### config.mk
export PLATFORM = sky130hd
export DESIGN_NAME = interlock_cmd_conditioner_flat
export DESIGN_NICKNAME = d
export VERILOG_FILES = /design/src/rtl/interlock_cmd_conditioner_if.sv /design/src/rtl/interlock_cmd_conditioner.sv /design/src/flat_wrapper.sv
export SDC_FILE = /design/constraint.sdc
export NUM_CORES = 1
export LEC_CHECK = 0
export ABC_CLOCK_PERIOD_IN_PS = 2700
export BUFFER_PORTS_ARGS = -buffer_cell sky130_fd_sc_hd__buf_2
export CORE_ASPECT_RATIO = 0.7
export CORE_MARGIN = 2
export CORE_UTILIZATION = 52
export DETAILED_ROUTE_END_ITERATION = 16
export PLACE_DENSITY = 0.8
export SETUP_SLACK_MARGIN = 0.2
export SLEW_MARGIN = 20
export SYNTH_ARGS = -nofsm -noshare
export SYNTH_HDL_FRONTEND = slang
export SYNTH_SLANG_ARGS = --single-unit
### constraint.sdc
create_clock -name clk -period 2.7 [get_ports clk]
set_input_delay 0.54 -clock clk [delete_from_list [all_inputs] [get_ports clk]]
set_output_delay 0.54 -clock clk [all_outputs]
set_load 0.1 [all_outputs]
### src/rtl/interlock_cmd_conditioner_if.sv
// Command handshake between the conditioner (master) and the downstream
// interlock sequencer (slave).
interface interlock_cmd_conditioner_if;
   logic       cmd_valid;  // FIFO head holds a command
   logic [2:0] cmd_code;   // head command index, 0 when idle
   logic       cmd_ready;  // downstream accepts the head this cycle
   logic [5:0] cmd_pulse;  // one-hot of the command accepted this cycle

   modport master (
      output cmd_valid,
      output cmd_code,
      output cmd_pulse,
      input  cmd_ready
   );

   modport slave (
      input  cmd_valid,
      input  cmd_code,
      input  cmd_pulse,
      output cmd_ready
   );
endinterface

### src/rtl/interlock_cmd_conditioner.sv
// Airlock command conditioner: synchronizes six asynchronous PIO level
// commands, turns rising edges into pending requests, serializes them in
// fixed priority into a 4-deep FIFO and hands them downstream with a
// valid/ready handshake. Pressurize and evacuate asserted together are
// rejected and latched as a sticky conflict.
module interlock_cmd_conditioner (
   input  logic                               clk,
   input  logic                               reset_n,
   input  logic [5:0]                         ctrl_in,
   interlock_cmd_conditioner_if.master        cmd,
   output logic [2:0]                         fifo_count,
   output logic                               conflict,
   output logic [3:0]                         drop_count
);

   localparam int unsigned DEPTH = 4;

   // Synchronizer and edge history
   logic [5:0] s1, s2, s3;
   // A bit may only produce an edge once a real low sample has been seen
   // since reset, so a level held high across reset never becomes a command.
   logic [5:0] armed;
   logic       primed;   // s1 holds a real post-reset sample

   logic [5:0] pending;
   logic [2:0] fifo_mem [DEPTH];
   logic [1:0] rd_ptr, wr_ptr;

   logic       collide;
   logic [5:0] edges, pend_live, drops, sel_onehot, pending_nxt;
   logic [2:0] sel_code, count_nxt, head_nxt;
   logic [1:0] rd_ptr_nxt;
   logic [4:0] drop_sum;
   logic       pop, push;

   // Edge detection, priority selection and FIFO next-state
   always_comb begin
      // NOTE: every signal gets a default before any condition so no latch is inferred.
      collide     = s2[4] & s2[5];
      edges       = s2 & ~s3 & armed;
      pend_live   = pending;
      if (collide) begin
         edges[5:4]     = 2'b00;
         pend_live[5:4] = 2'b00;
      end
      drops       = edges & pend_live;

      sel_code    = 3'd0;
      sel_onehot  = 6'b000000;
      for (int i = 5; i >= 0; i--) begin
         if (pend_live[i]) begin
            sel_code   = 3'(i);
            sel_onehot = 6'b000001 << i;
         end
      end

      pop         = cmd.cmd_valid & cmd.cmd_ready;
      push        = (pend_live != 6'b000000) && ((fifo_count != 3'd4) || pop);
      pending_nxt = (pend_live & ~(push ? sel_onehot : 6'b000000)) | (edges & ~pend_live);
      rd_ptr_nxt  = pop ? rd_ptr + 2'd1 : rd_ptr;
      count_nxt   = fifo_count + {2'b00, push} - {2'b00, pop};
      // A push into the slot that becomes the head bypasses the memory.
      head_nxt    = (push && (wr_ptr == rd_ptr_nxt)) ? sel_code : fifo_mem[rd_ptr_nxt];
      drop_sum    = {1'b0, drop_count} + 5'($countones(drops));
   end

   // Registered state and outputs; reset wins over any handshake or edge
   always_ff @(posedge clk) begin
      // NOTE: sequential state uses non-blocking assignments so every flop samples pre-edge values.
      if (!reset_n) begin
         s1            <= '0;
         s2            <= '0;
         s3            <= '0;
         armed         <= '0;
         primed        <= 1'b0;
         pending       <= '0;
         rd_ptr        <= '0;
         wr_ptr        <= '0;
         fifo_count    <= '0;
         conflict      <= 1'b0;
         drop_count    <= '0;
         cmd.cmd_valid <= 1'b0;
         cmd.cmd_code  <= '0;
      end else begin
         s1            <= ctrl_in;
         s2            <= s1;
         s3            <= s2;
         primed        <= 1'b1;
         armed         <= armed | (primed ? ~s1 : 6'b000000);
         pending       <= pending_nxt;
         rd_ptr        <= rd_ptr_nxt;
         wr_ptr        <= push ? wr_ptr + 2'd1 : wr_ptr;
         fifo_count    <= count_nxt;
         conflict      <= conflict | collide;
         drop_count    <= (drop_sum > 5'd15) ? 4'd15 : drop_sum[3:0];
         cmd.cmd_valid <= (count_nxt != 3'd0);
         cmd.cmd_code  <= (count_nxt != 3'd0) ? head_nxt : 3'd0;
      end
   end

   // FIFO storage
   always_ff @(posedge clk) begin
      // NOTE: storage is not reset; pointers and count alone define which entries are valid.
      if (reset_n && push) begin
         fifo_mem[wr_ptr] <= sel_code;
      end
   end

   // Accept strobe, live only in a handshake cycle outside reset
   always_comb begin
      cmd.cmd_pulse = 6'b000000;
      if (reset_n && pop) begin
         cmd.cmd_pulse = 6'b000001 << cmd.cmd_code;
      end
   end

endmodule

### src/flat_wrapper.sv
// flat-port wrapper written by rule: the top's interface ports become plain ports
module interlock_cmd_conditioner_flat 
  (clk, reset_n, ctrl_in, fifo_count, conflict, drop_count, cmd_cmd_valid, cmd_cmd_code, cmd_cmd_pulse, cmd_cmd_ready);
  interlock_cmd_conditioner_if cmd_i ();
  input  logic clk;
  input  logic reset_n;
  input  logic [5:0] ctrl_in;
  output logic [2:0] fifo_count;
  output logic conflict;
  output logic [3:0] drop_count;
  output wire logic [$bits(cmd_i.cmd_valid)-1:0] cmd_cmd_valid;
  output wire logic [$bits(cmd_i.cmd_code)-1:0] cmd_cmd_code;
  output wire logic [$bits(cmd_i.cmd_pulse)-1:0] cmd_cmd_pulse;
  input wire logic [$bits(cmd_i.cmd_ready)-1:0] cmd_cmd_ready;
  assign cmd_cmd_valid = cmd_i.cmd_valid;
  assign cmd_cmd_code = cmd_i.cmd_code;
  assign cmd_cmd_pulse = cmd_i.cmd_pulse;
  assign cmd_i.cmd_ready = cmd_cmd_ready;
  interlock_cmd_conditioner u_core (.clk(clk), .reset_n(reset_n), .ctrl_in(ctrl_in), .cmd(cmd_i), .fifo_count(fifo_count), .conflict(conflict), .drop_count(drop_count));
endmodule
## Word-level counts from Yosys, hierarchy flattened

Memories as Yosys holds them, arrays and structs flattened. A register that Yosys moved wholly into a read port is not among the register bits.
Index checks and enable logic that the tools add are counted.

- Flip-flop bits (word level): 44
- Memory bits (writable): 12
- Word-level logic and storage cells: 70
- Memories kept: 1

- Add/subtract/negate cells: 10
- Multiplexer cells: 22
- Equal/unequal tests: 1
- Bitwise gates (word level): 14
- $lt $le $gt $ge: 1
- Reduce and logical (&&, ||, !) cells: 8
- Shift-type cells: 1

Memory list:

| memory | depth | bits a word | read ports | clocked after Yosys merged registers in | wr ports | RTL line | source |
|---|---|---|---|---|---|---|---|
| u_core.fifo_mem | 4 | 3 | 1 | 1 | 1 | interlock_cmd_conditioner.sv:26 | `logic [2:0] fifo_mem [DEPTH];` |

Operators by type and width:

| cell | number |
|---|---|
| $mux W6 | 9 |
| $and A6 B6 Y6 | 5 |
| $not A6 Y6 | 4 |
| $mux W3 | 6 |
| $or A6 B6 Y6 | 2 |
| $add A5 B5 Y5 | 2 |
| $add A1 B1 Y2 | 3 |
| $mux W2 | 3 |
| $reduce_bool A6 Y1 | 1 |
| $shl A1 B3 Y6 const A | 1 |
| $add A4 B5 Y5 | 1 |
| $gt A5 B4 Y1 const B | 1 |
| $add A2 B1 Y2 const B | 2 |
| $mux W4 | 1 |
| $add A3 B1 Y3 | 1 |
| $logic_and A1 B1 Y1 | 3 |
| $mux W1 | 3 |
| $ne A3 B3 Y1 const B | 1 |
| $reduce_bool A3 Y1 | 1 |
| $sub A3 B1 Y3 | 1 |
| $and A1 B1 Y1 | 2 |
| $reduce_and A2 Y1 | 1 |
| $logic_not A1 Y1 | 1 |
| $logic_or A1 B1 Y1 | 1 |
| $or A1 B1 Y1 | 1 |

## Logic depth before layout (Yosys ltp)

Gate-level depths: netlist of run 1.

- Depth after elaboration: 12
- Gate-level depth with buffers: 13
- Depth with buffers taken out: 13

## Worst setup path after synthesis of run 1

OpenSTA, ideal clock, no wires.

- Kind: flip-flop to output port
- From: register u_core.cmd.cmd_valid
- To: output port cmd_cmd_pulse[0]
- Data arrival time: 3,722 ps
- Setup slack: -1,562 ps
- Cell stages (with the launch flop): 6
- Buffers on the path: 1
- Cell sequence: dfxtp_1 and2_1 buf_6 nand2_1 or2_2 nor3_1

- Word-level cells in the longest chain between the ends: 3

Ends and longest elaborated chain:

| item | RTL line | source |
|---|---|---|
| start: declaration | interlock_cmd_conditioner_if.sv:10 | `output cmd_valid,` |
| start signal: assignment | interlock_cmd_conditioner.sv:96 | `cmd.cmd_valid <= (count_nxt != 3'd0);` |
| $and A1 B1 Y1 | interlock_cmd_conditioner.sv:57 | `pop = cmd.cmd_valid & cmd.cmd_ready;` |
| $logic_and A1 B1 Y1 | interlock_cmd_conditioner.sv:112 | `if (reset_n && pop) begin` |
| $mux W6 | interlock_cmd_conditioner.sv:112 |  |
| end: declaration | flat_wrapper.sv:13 | `output wire logic [$bits(cmd_i.cmd_pulse)-1:0] cmd_cmd_pulse;` |

Every way passes these cells.

## Worst setup path after layout of run 1

- From: register u_core.s2[1]
- To: register u_core.drop_count[2]

- Word-level cells in the longest chain between the ends: 9

Ends and longest elaborated chain:

| item | RTL line | source |
|---|---|---|
| start: declaration | interlock_cmd_conditioner.sv:19 | `logic [5:0] s1, s2, s3;` |
| start signal: assignment | interlock_cmd_conditioner.sv:72 | `s2 <= '0;` |
| start signal: assignment | interlock_cmd_conditioner.sv:86 | `s2 <= s1;` |
| $and A6 B6 Y6 (*) (2 in a row) | interlock_cmd_conditioner.sv:40 | `edges = s2 & ~s3 & armed;` |
| $and A6 B6 Y6 (*) | interlock_cmd_conditioner.sv:46 | `drops = edges & pend_live;` |
| $add A1 B1 Y2 (not written as such) (*) | interlock_cmd_conditioner.sv:64 | `drop_sum = {1'b0, drop_count} + 5'($countones(drops));` |
| $add A5 B5 Y5 (not written as such) (*) (2 in a row) | interlock_cmd_conditioner.sv:64 |  |
| $add A4 B5 Y5 (*) | interlock_cmd_conditioner.sv:64 |  |
| $gt A5 B4 Y1 | interlock_cmd_conditioner.sv:95 | `drop_count <= (drop_sum > 5'd15) ? 4'd15 : drop_sum[3:0];` |
| $mux W4 (*) | interlock_cmd_conditioner.sv:95 |  |
| end signal: assignment | interlock_cmd_conditioner.sv:95 |  |
| end: declaration | interlock_cmd_conditioner.sv:13 | `output logic [3:0] drop_count` |

Mark *: on every way between the ends. The rest lies on a longest branch, timed or not.
A chain may end at the register's enable or synchronous reset.

==> results.txt, run 1 <==
- Run status: finished, violations left
* Failing checks: negative setup slack
* Total congestion overflow: 0
- CP Data Arrival Time: 2.95 ns
- Slowest stage cell on the critical path: fa_2
- Sort of element at the end of the critical path: flip-flop
- Drt wl/cell: 14.8 µm
- The first global-routing pass estimated 8510 µm of wire.
- Internal power comes to 1.76 mW.
- Biggest area contributors in the synthesized netlist: dfxtp_1 37%, edfxtp_1 14%, ha_1 6.8%, and2_1 5.4%, nor2_1 4.8%
* Via count of the first global-routing pass: 1,886
- Number of flip-flops and latches in the synthesized netlist: 59
* Maximum clock skew at final layout: 0.00543 ns
- Derived from the worst setup path, the maximum achievable clock frequency is 366 MHz.
- Setup repair after global routing could not meet its margin everywhere.
- Clk pin slew, worst setup/hold paths: 0.06 ns
- Setup violations remaining at the end of the flow were counted as 2.
- The setup check on the worst reg-to-reg path leaves a slack of -0.03 ns.
- The area growth from synthesis to layout is 29.9%.
* Critical path start-end classification: flip-flop to flip-flop
- Count of unique library cells instantiated by Yosys: 47
- Portion of the post-synthesis area used by sequential elements: 50.6%
- The finished cells cover 3340 µm².
- Counting the fill cells in the layout gives 356.
- In this design, the stage delay of the slowest critical-path cell is 0.57 ns.
- Once the floorplan was initialized, standard cells occupied 53.8% of the core.
* Largest net degree at the start of global routing: 27
- The floorplan step set the die height to 62.8 µm.
- Number of routed nets with antenna violations: 0
- After synthesis, the largest area contributor takes up 36.6% of total cell area.
- Cells on Worst Hold Path: 2
* DP HPWL: 3540 µm
* Vias per cell: 5.08
- Worst-case setup margin in the final layout: -0.0293 ns
* Number of warnings issued by yosys: 0
- Overall power consumption after layout is estimated at 2.85 mW.
- Leak pwr: 1.43 nW
* Worst Hold Slack: 0.396 ns
- After synthesis the cells add up to 2570 µm².
- Hold repair after CTS inserted 0 buffers.
* Syn_area_per_cell: 10.6 µm²
* Max-slew violation total from the final report: 0
* Share of the cycle needed by the critical path after routing: 101%
- Synthesized netlist cell count: 242
- In this run the cell area measured after placement is 2980 µm².
- Worst slack at placement: -0.0682 ns
- In this run the deepest clock path goes through 2 buffers.
- Port Buffers: 26
* Count of unresolved DRC violations after routing: 0
- In this run the worst hold path is classified as input port to flip-flop.
* Area taken by flip-flops and latches: 1330 µm²
- The number of antenna violations at the first check in global routing came to 0.
- Number of nets in the finished design: 319
- Io pins: 27
- Data on the critical path is required at its endpoint by 2.92 ns.
* Total routing usage reported by global routing: 20.9%
- Antenna fix cells: 0
- Count of final hold-check violations: 0
* Worst max-slew margin expressed relative to the limit: 61.3%
- The floorplan has 21 rows.
- Clock latency at the later pin of the worst-skew pair: 0.34 ns
* PwrDens: 853 nW/µm²
* Switching power total: 1.09 mW
* Part of the total power dissipated in sequential elements: 38.9%
* Clock Root Buffer: clkbuf_8
- Slew of the pin with the lowest slew margin: 0.576 ns
- Once layout is complete, the utilization of the core stands at 69.9%.
- Final min period: 2.73 ns
- In the final layout, the share of cells above drive strength 1 is 40.2%.
* Number of levels in the clock H-tree: 3
- Clock tree from TritonCTS: yes
* Cell taking the most area after synthesis: dfxtp_1
* Syn_nets: 270
- Of the total power, the share spent switching nets is 38.3%.
- For this design, the sink count on the clock tree is 59.
- TritonCTS Buffers: 9
* Area of the placeable core: 4780 µm²
- Count of vias placed by the detailed router: 1,854
- Cell seen most often among critical-path stages: fa_2
* Combinational power share: 33.7%
- In this run the worst path has a maximum fanout of 2.
- STA classifies the critical path startpoint as a flip-flop.
* Drt initial violations: 137
- In the final layout, the multi-input gates occupy 1340 µm².
- Final Wtd Congestion: 0.759
- Walking the worst path, the cells encountered are nand2_2 > nor2_2 > and2_1 > ha_1 > fa_1 > fa_2 > ha_4 > inv_2 > fa_2 > a21oi_1.
* Horizontal die dimension: 88.1 µm
- IR analysis of the VDD net gives a maximum drop of 0.000789 V.
* Drt first pass iters: 4
* Detailed-route wire length: 5410 µm
- The share of total power dissipated in the clock network is 27.4%.
* Die area: 5530 µm²
- Max-Cap Viols: 0
- For the worst flop-to-flop path, the logic depth is 10.
power by group through the flow:
stage	Combinational [mW]	Sequential (mW)	Clock (mW)
after floorplan	0.413	1.45	0
after global placement	0.901	1.12	0
after detailed placement	0.918	1.12	0
after CTS	0.944	1.10	0.796
after global routing	1.03	1.12	0.840
final	0.962	1.11	0.781
synthesized netlist by cell type (all sizes together):
master   count
a21bo        1
o21bai       1
o31a         1
and2        22
nand2        8
clkbuf       3
or4          1
a2bb2oi      1
nor2        35
nor3         6
nand4bb      1
a2111oi      1
and3         6
xor2         2
buf          4
a31oi        1
a21oi       13
a21o         2
inv         22
edfxtp      12
mux2i        2
fa           5
o21ai        4
o211ai       1
nor3b        2
nand2b       2
nor2b        1
a21boi       1
a211oi       4
and3b        1
mux4         3
a22o         3
xnor2        4
nand3        1
and4b        1
dfxtp       47
nor4b        2
or2          1
ha          14
worst paths after layout:
kind / start / end
setup / recovery: u_core.s2[1] / u_core.drop_count[2]
hold / removal: ctrl_in[0] / u_core.s1[0]
setup reg to reg: u_core.s2[1] / u_core.drop_count[2]
hold reg to reg: u_core.s1[5] / u_core.s2[5]
what timing repair did:
item | in CTS | in global routing
buffers inserted | 4 | 2
pin swaps | 7 | 13
endpoints found under the setup margin | 7 | 7
resized for setup | 10 | 17
cell families after synthesis:
family	after synthesis	synth area share (%)
multiplexers	5	3.40
flip-flops	59	50.6
AO/OA/AOI/OAI	34	9.19
buffers and inverters	29	4.57
AND/OR/NAND/NOR	90	19.2
adder cells (fa/ha/maj)	19	10.7
XOR/XNOR	6	2.34
worst max-delay path: cells and delay by family, from the launching register on:
kind | cells | cell delay (ns)
buffers and inverters | 1 | 0.03
and+or+nand+nor | 3 | 0.34
AOI/OAI and AO/OA | 1 | 0.06
DFF | 1 | 0.33
adders and majority gates | 5 | 1.83
layer usage:
metal  track usage, %  vias up  part of all wire, %  wire length, µm
li1                 -      916                    -                -
met1             26.5      862                   44             2360
met2             30.9       64                   47             2550
met3             9.91       12                  7.0              378
met4             7.95        0                  2.2              119
met5                0        -                    0                0
state kept, by name (all words and copies together), names as in the netlist:
register	flops
u_core.armed	6
u_core.cmd.cmd_code	3
u_core.cmd.cmd_valid	1
u_core.conflict	1
u_core.drop_count	4
u_core.fifo_count	3
u_core.fifo_mem	12
u_core.pending	6
u_core.primed	1
u_core.rd_ptr	2
u_core.s1	6
u_core.s2	6
u_core.s3	6
u_core.wr_ptr	2
cell type report:
class	instances	area share, %
well taps	69	2.58
clock buffers	15	5.88
flip-flops and latches	59	39.7
inverters	22	2.55
repair buffers	45	9.06
multi-input cells	154	40.1
clock inverters	1	0.150
placed cells by master, fill, tap and decap left out, drive strengths merged, types with 2 or more instances in the layout:
master  netlist  final
dfxtp        47     47
buf           4     45
nor2         35     35
and2         22     22
inv          22     22
clkbuf        3     15
ha           14     14
a21oi        13     13
edfxtp       12     12
nand2         8      8
and3          6      6
nor3          6      6
fa            5      5
a211oi        4      4
xnor2         4      4
o21ai         4      4
mux4          3      3
a22o          3      3
nor4b         2      2
nand2b        2      2
mux2i         2      2
xor2          2      2
a21o          2      2
nor3b         2      2
through the flow:
stage	setup TNS, ns	instances
after global routing	-0.293	365
final	-0.0358	365
after detailed placement	-0.132	343
after floorplan	0	242
after CTS	-0.0259	363
after global placement	-0.0127	343
Power figures use the tool's default switching activity.
==> run 2, diff against run 1 <==
--- a/config.mk
+++ b/config.mk
@@ -14,4 +14,5 @@
 export PLACE_DENSITY = 0.8
 export SETUP_SLACK_MARGIN = 0.2
+export SKIP_CTS_REPAIR_TIMING = 1
 export SLEW_MARGIN = 20
 export SYNTH_ARGS = -nofsm -noshare
==> constraint.sdc (replaced) <==
create_clock -name clk -period 2.7 [get_ports clk]
set_input_delay 0.54 -clock clk [delete_from_list [all_inputs] [get_ports clk]]
set_output_delay 0.54 -clock clk [all_outputs]
set_load 0.02 [all_outputs]
==> run 2 against run 1 <==
The run still ends with negative setup slack left; worst hold slack better by 0.0081 ns; critical path depth down 1; register-to-register slack about the same; global-route usage down 2.1 points; flip-flop and latch count unchanged; power down 15%; cell area down 4.3%; maximum frequency down 0.43%; die area unchanged; clock power down 0.6%; largest cell class is now sequential cells.
==> results.txt, run 2 (synthesized netlist as in run 1, its figures left out) <==
- Max Clock Freq: 365 MHz (-0.43%)
- PwrDens: 755 nW/µm² (-12%)
* Drt wl/cell: 13.9 µm (-6.2%)
- The global placer's final weighted congestion was 0.796 (+4.8%).
- Post-layout util: 66.9% (-3.0 points)
* Die area: 5530 µm² (unchanged)
- The worst supply voltage drop on vdd is 0.000664 V (-16%).
- Cell seen most often among critical-path stages: fa_1
* Antenna violations before repair: 0 (unchanged)
- Clock latency at the later pin of the worst-skew pair: 0.34 ns (about the same)
- Worst-case setup margin in the final layout: -0.0411 ns (-0.0118 ns)
- Setup repair after global routing could not meet its margin everywhere.
- Sort of element at the end of the critical path: flip-flop
* Antenna fix cells: 0 (unchanged)
- The maximum level of the CTS H-tree is 3 (unchanged).
- The checks that failed: negative setup slack.
- The worst relative slew slack came to 65.1% (+3.8 points).
- The largest net degree at the start of global routing is 23 (-15%).
* Count of unresolved DRC violations after routing: 0 (unchanged)
- Launch point of the worst reg-to-reg path: u_core.pending[2]
- The area of the core came to 4780 µm² (unchanged).
- The global-route wire length before repair is 7700 µm (-9.6%).
- The width of the chip was 88.1 µm (unchanged).
- The clock-pin transition on the worst setup and hold timing paths was 0.06 ns (about the same).
- DP HPWL: 3480 µm (-1.5%)
- The data arrival time of the worst path was 2.96 ns (about the same).
- The final design area excluding fillers was 3200 µm² (-4.3%).
- Count of vias placed by the detailed router: 1,800 (-2.9%)
- Drt initial violations: 67 (-51%)
- Worst hold start: ctrl_in[3]
- The flip-flop count of the largest register, all copies and words added is 12 (unchanged).
* Drt first pass iters: 4 (unchanged)
- The delay of the slowest critical-path stage came to 0.52 ns (-0.05 ns).
- Critical path start-end classification: flip-flop to flip-flop
- The area occupied by registers is 1320 µm² (-0.85%).
- The die span in y is 62.8 µm (unchanged).
- The maximum fanout along the worst path is 5 (+3).
- The net count of the finished layout was 314 (-1.6%).
- Port Buffers: 26 (unchanged)
* Area added between synthesis and finish: 24.4%
* Share of the cycle needed by the critical path after routing: 102% (+0.44 points)
* Number of routed nets with antenna violations: 0 (unchanged)
- The standard-cell row count came to 21 (unchanged).
- Top reg by flops: u_core.fifo_mem
- Via count of the first global-routing pass: 1,671 (-11%)
- Buffer levels on the longest clock path: 2 (unchanged)
* Post-layout power: 2.41 mW (-15%)
- Run status: finished, violations left
* Count of final hold-check violations: 0 (unchanged)
* Total routing usage reported by global routing: 18.7% (-2.1 points)
- The library cell used most frequently in the layout, excluding fill and tap cells, is dfxtp_1.
- CP cell instances: inv_1 > nor3_4 > ha_4 > fa_1 > fa_1 > ha_2 > inv_2 > fa_2 > a21oi_2
- The layout filler cell count came to 380 (+6.7%).
* Dpl cell area: 2890 µm² (-3.1%)
- Final min period: 2.74 ns (+0.0118 ns)
- Finish-stage setup viols: 3 (+1)
- The required time at the endpoint of the critical path is 2.92 ns (about the same).
* Maximum clock skew at final layout: 0.00568 ns (+0.000252 ns)
- Max-slew violation total from the final report: 0 (unchanged)
* Slew of the pin with the lowest slew margin: 0.520 ns (-0.0560 ns)
- The leakage power is 1.39 nW (-2.9%).
* Max-Cap Viols: 0 (unchanged)
* Area of the multi-input gates: 1290 µm² (-4.0%)
- TritonCTS Buffers: 9 (unchanged)
- Clock Root Buffer: clkbuf_8
- In the layout the commonest cells are 42 x dfxtp_1, 29 x nor2_1, 26 x buf_2, 21 x and2_1, 17 x inv_1.
- Type of the tightest min-delay check: input port to flip-flop
- The most critical setup path has its startpoint at u_core.pending[2].
* Total congestion overflow: 0 (unchanged)
* Vias per cell: 5.00 (-1.6%)
* Startpoint types: flip-flop
- Initial core utilization: 53.8% (unchanged)
* Io pins: 27 (unchanged)
- Clock tree from TritonCTS: yes
* Detailed-route wire length: 5000 µm (-7.5%)
* Total number of clock tree sinks: 59 (unchanged)
- Slowest stage cell on the critical path: fa_2
- The fraction of final layout cells sized beyond drive strength 1 came to 33.3% (-6.9 points).
## run 2: path summary, 6_finish.rpt
path                                              to  slack, ns  cells past startpoint
worst min-delay path                    u_core.s1[3]       0.40                      2
worst min register to register          u_core.s2[5]       0.42                      2
worst max-delay path            u_core.drop_count[2]      -0.04                      9
worst max register to register  u_core.drop_count[2]      -0.04                      9
## run 2: worst max-delay path, delay by kind of cell, from the launching register on
kind	cells	cell delay [ns]
compound gates	1	0.05
fa+ha+maj	5	1.82
flops	1	0.37
buf+inv	2	0.13
simple gates	1	0.26
## run 2: area by class of cell
class,instances,share of cell area (%)
clock inverters,5,1.64
flip-flops and latches,59,41.1
repair buffers,40,7.35
well taps,69,2.70
clock buffers,11,4.42
multi-input cells,154,40.2
inverters,22,2.58
## run 2: through the flow
step / std cells / setup TNS (ns) / hold slack (ns) / setup slack [ns]
final: 360 / -0.0712 / 0.404 / -0.0411
after global routing: 360 / -0.596 / 0.392 / -0.131
after CTS: 358 / -0.297 / 0.387 / -0.120
after detailed placement: 342 / -0.138 / 0.414 / -0.0776
after global placement: 342 / -0.0123 / 0.405 / -0.0123
after floorplan: 242 / 0 / 0.400 / 0.0340
## run 2: report_power, final
group | internal, mW | total [mW] | switching [mW]
logic | 0.259 | 0.567 | 0.308
clock network | 0.446 | 0.776 | 0.330
registers | 0.980 | 1.07 | 0.0916
## run 2: layer usage
layer	GRT usage (%)	part of all wire [%]
met1	25.3	48
met2	27.5	45
met3	7.53	6.3
met4	6.25	1.2
met5	0	0
==> run 3, diff against run 2 <==
CELL_PAD_IN_SITES_DETAIL_PLACEMENT = 0   (was unset)
CELL_PAD_IN_SITES_GLOBAL_PLACEMENT = 1   (was unset)
CORE_UTILIZATION = 41   (was 52)
PLACE_DENSITY = 0.79   (was 0.8)
SKIP_CTS_REPAIR_TIMING = unset   (was 1)
==> run 3 against run 2 <==
The run still ends with negative setup slack left; maximum frequency is 1.5% higher; cell area is 4.6% higher; critical endpoint unchanged; global-route usage is 2.9 points lower; clock power is 1% higher; sequential power hardly changed; cell count is 4.2% higher; power is 3.8% higher; non-clock buffer count is 6 higher.
==> results.txt, run 3 (synthesized netlist as in run 1, its figures left out) <==
- The maximum fanout along the worst path is 2 (-3).
- DP HPWL: 3430 µm (-1.5%)
* Total number of clock tree sinks: 59 (unchanged)
* Clock Root Buffer: clkbuf_8
- Setup repair after global routing could not meet its margin everywhere.
* Max-Cap Viols: 0 (unchanged)
- Max-slew violation total from the final report: 0 (unchanged)
- Top library cells by usage in the layout, fill and taps aside: 37 x dfxtp_1, 30 x nor2_1, 26 x buf_2, 20 x and2_1, 19 x buf_4
* Largest net degree at the start of global routing: 24 (+4.3%)
* Number of routed nets with antenna violations: 0 (unchanged)
* Delay of the slowest cell on the worst path: 0.56 ns (+0.04 ns)
* Run status: finished, violations left
- Initial core utilization: 41.8% (-12 points)
- The worst-case setup margin in the final layout is -0.00105 ns (+0.0401 ns).
- Clock tree from TritonCTS: yes
- The area of the core was 6160 µm² (+29%).
- Buffer levels on the longest clock path: 2 (unchanged)
* Finish-stage setup viols: 1 (-2)
* Count of final hold-check violations: 0 (unchanged)
- The global-route wire length before repair came to 8330 µm (+8.2%).
- The final reports fail on negative setup slack.
- The width of the chip came to 98.7 µm (+12%).
- PwrDens: 749 nW/µm² (-0.76%)
- The clock latency at the later pin of the worst-skew pair is 0.35 ns (about the same).
* Area added between synthesis and finish: 30.1%
- Area taken by flip-flops and latches: 1320 µm² (+0.29%)
* Worst slack at placement: -0.0754 ns (+0.00230 ns)
- Startpoint types: flip-flop
* Area of all placed cells without fillers: 3350 µm² (+4.6%)
- The slew at the pin closest to its max-slew limit is 0.588 ns (+0.0686 ns).
- Clk pin slew, worst setup/hold paths: 0.06 ns (about the same)
- Counting flops per register, the top entry is u_core.fifo_mem.
- The total congestion overflow came to 0 (unchanged).
* Metal2 WL: 2060 µm (-8.1%)
* Critical path start-end classification: flip-flop to flip-flop
* Vias per cell: 4.78 (-4.4%)
- The via count was 1,792 (-0.44%).
- Io pins: 27 (unchanged)
- The instance area at placement is 2930 µm² (+1.4%).
- Critical Path RT: 2.92 ns (about the same)
* Hold bufs inserted after CTS: 0
* Most common cell after layout, fill and taps aside: dfxtp_1
* Count of unresolved DRC violations after routing: 0 (unchanged)
* Met1 Routed Length: 2550 µm (+7.0%)
- Final Wtd Congestion: 0.730 (-8.2%)
* Leak pwr: 1.43 nW (+2.9%)
* Final min period: 2.70 ns (-0.0401 ns)
- The data arrival time of the worst path came to 2.92 ns (-0.04 ns).
* Worst vdd rail ir drop: 0.000464 V (-30%)
* Die area: 6930 µm² (+25%)
* CP cell instances: a21bo_4 > nor2_4 > ha_4 > fa_1 > fa_2 > ha_4 > inv_2 > fa_2 > a21oi_1
- Number of rows in the core area: 24 (+14%)
- Total routing usage reported by global routing: 15.8% (-2.9 points)
- Layout cell share with drive strength beyond 1: 38.7% (+5.4 points)
- Slowest stage cell on the critical path: fa_2
- Drt initial violations: 73 (+9.0%)
- The layout filler cell count is 526 (+38%).
- Share of the cycle needed by the critical path after routing: 100% (-1.5 points)
- Height of the die: 70.3 µm (+12%)
- Area of the multi-input gates: 1370 µm² (+6.4%)
* TritonCTS Buffers: 9 (unchanged)
- The total iterations of the first detailed-routing run was 4 (unchanged).
- Antenna fix cells: 0 (unchanged)
- The quantity of I/O buffers inserted on ports is 26 (unchanged).
- Number of flip-flops under the largest register name: 12 (unchanged)
- The net count of the finished layout is 320 (+1.9%).
- Antenna violations before repair: 0 (unchanged)
- The aggregate routed wire length is 4980 µm (-0.46%).
- Number of levels in the clock H-tree: 3 (unchanged)
* Via count of the first global-routing pass: 1,715 (+2.6%)
- Max Clock Freq: 370 MHz (+1.5%)
- STA classifies the critical path endpoint as a flip-flop.
- The largest clock skew in the final design is 0.00788 ns (+0.00219 ns).
- The highest metal layer carrying signal wires in the routed design is met4.
* Routed length on met3: 266 µm (-16%)
- Worst max-slew margin expressed relative to the limit: 60.5% (-4.6 points)
- The average wire per standard cell was 13.3 µm (-4.4%).
- Type of the tightest min-delay check: input port to flip-flop
[run 3: cell count changes in the layout (fill, tap and decap cells not counted), moves of 2 or more]
| cell | before | now |
|---|---|---|
| ha_1 | 10 | 8 |
| buf_4 | 14 | 19 |
| dfxtp_2 | 2 | 8 |
| nor2_4 | 2 | 4 |
| nor2_2 | 4 | 1 |
| dfxtp_1 | 42 | 37 |
| ha_4 | 2 | 5 |
[run 3: metrics by stage]
stage	power, mW	std cells	hold slack (ns)	TNS (ns)	util, %
finish	2.51	375	0.397	-0.00105	54.3
global route	2.65	375	0.396	-0.237	54.3
CTS	2.53	375	0.381	-0.0358	52.5
detailed placement	1.67	355	0.435	-0.149	47.7
global placement	1.66	355	0.420	-0.0347	47.7
floorplan	1.50	242	0.400	0	-
[run 3: area by class of cell]
class	count	share of cell area, %
clock buffer	11	4.23
clock inverter	5	1.57
inverter	22	2.47
multi-input combinational	154	40.9
sequential	59	39.4
tap	78	2.92
timing repair buffer	46	8.49
[run 3: what timing repair did]
| action | CTS | global route |
|---|---|---|
| endpoints found under the setup margin | 7 | 8 |
| buffers inserted | 4 | 0 |
| pin swaps | 6 | 13 |
| resized for setup | 14 | 26 |
[run 3: final timing paths]
path	from	endpoint	slack, ns	cells after the start
hold reg to reg	u_core.s1[5]	u_core.s2[5]	0.44	2
setup / recovery	u_core.pending[5]	u_core.drop_count[2]	-0.001	9
setup reg to reg	u_core.pending[5]	u_core.drop_count[2]	-0.001	9
hold / removal	ctrl_in[1]	u_core.s1[1]	0.40	2
[run 3: report_power, final]
part	leakage [nW]	internal (mW)	switching, mW	total (mW)
Combinational	0.829	0.312	0.331	0.644
Sequential	0.501	0.982	0.0946	1.08
Clock	0.0991	0.446	0.340	0.786
[run 3: per-layer routing]
metal / up-vias / global-route usage, %
li1: 918 / -
met1: 825 / 22.2
met2: 36 / 22.1
met3: 13 / 5.61
met4: 0 / 6.39
met5: - / 0
[run 3: worst max-delay path: cells and delay by family (launching register included)]
kind            cells  cell delay (ns)
buf+inv             1             0.03
fa+ha+maj           5             1.75
flops               1             0.36
compound gates      2             0.30
simple gates        1             0.13
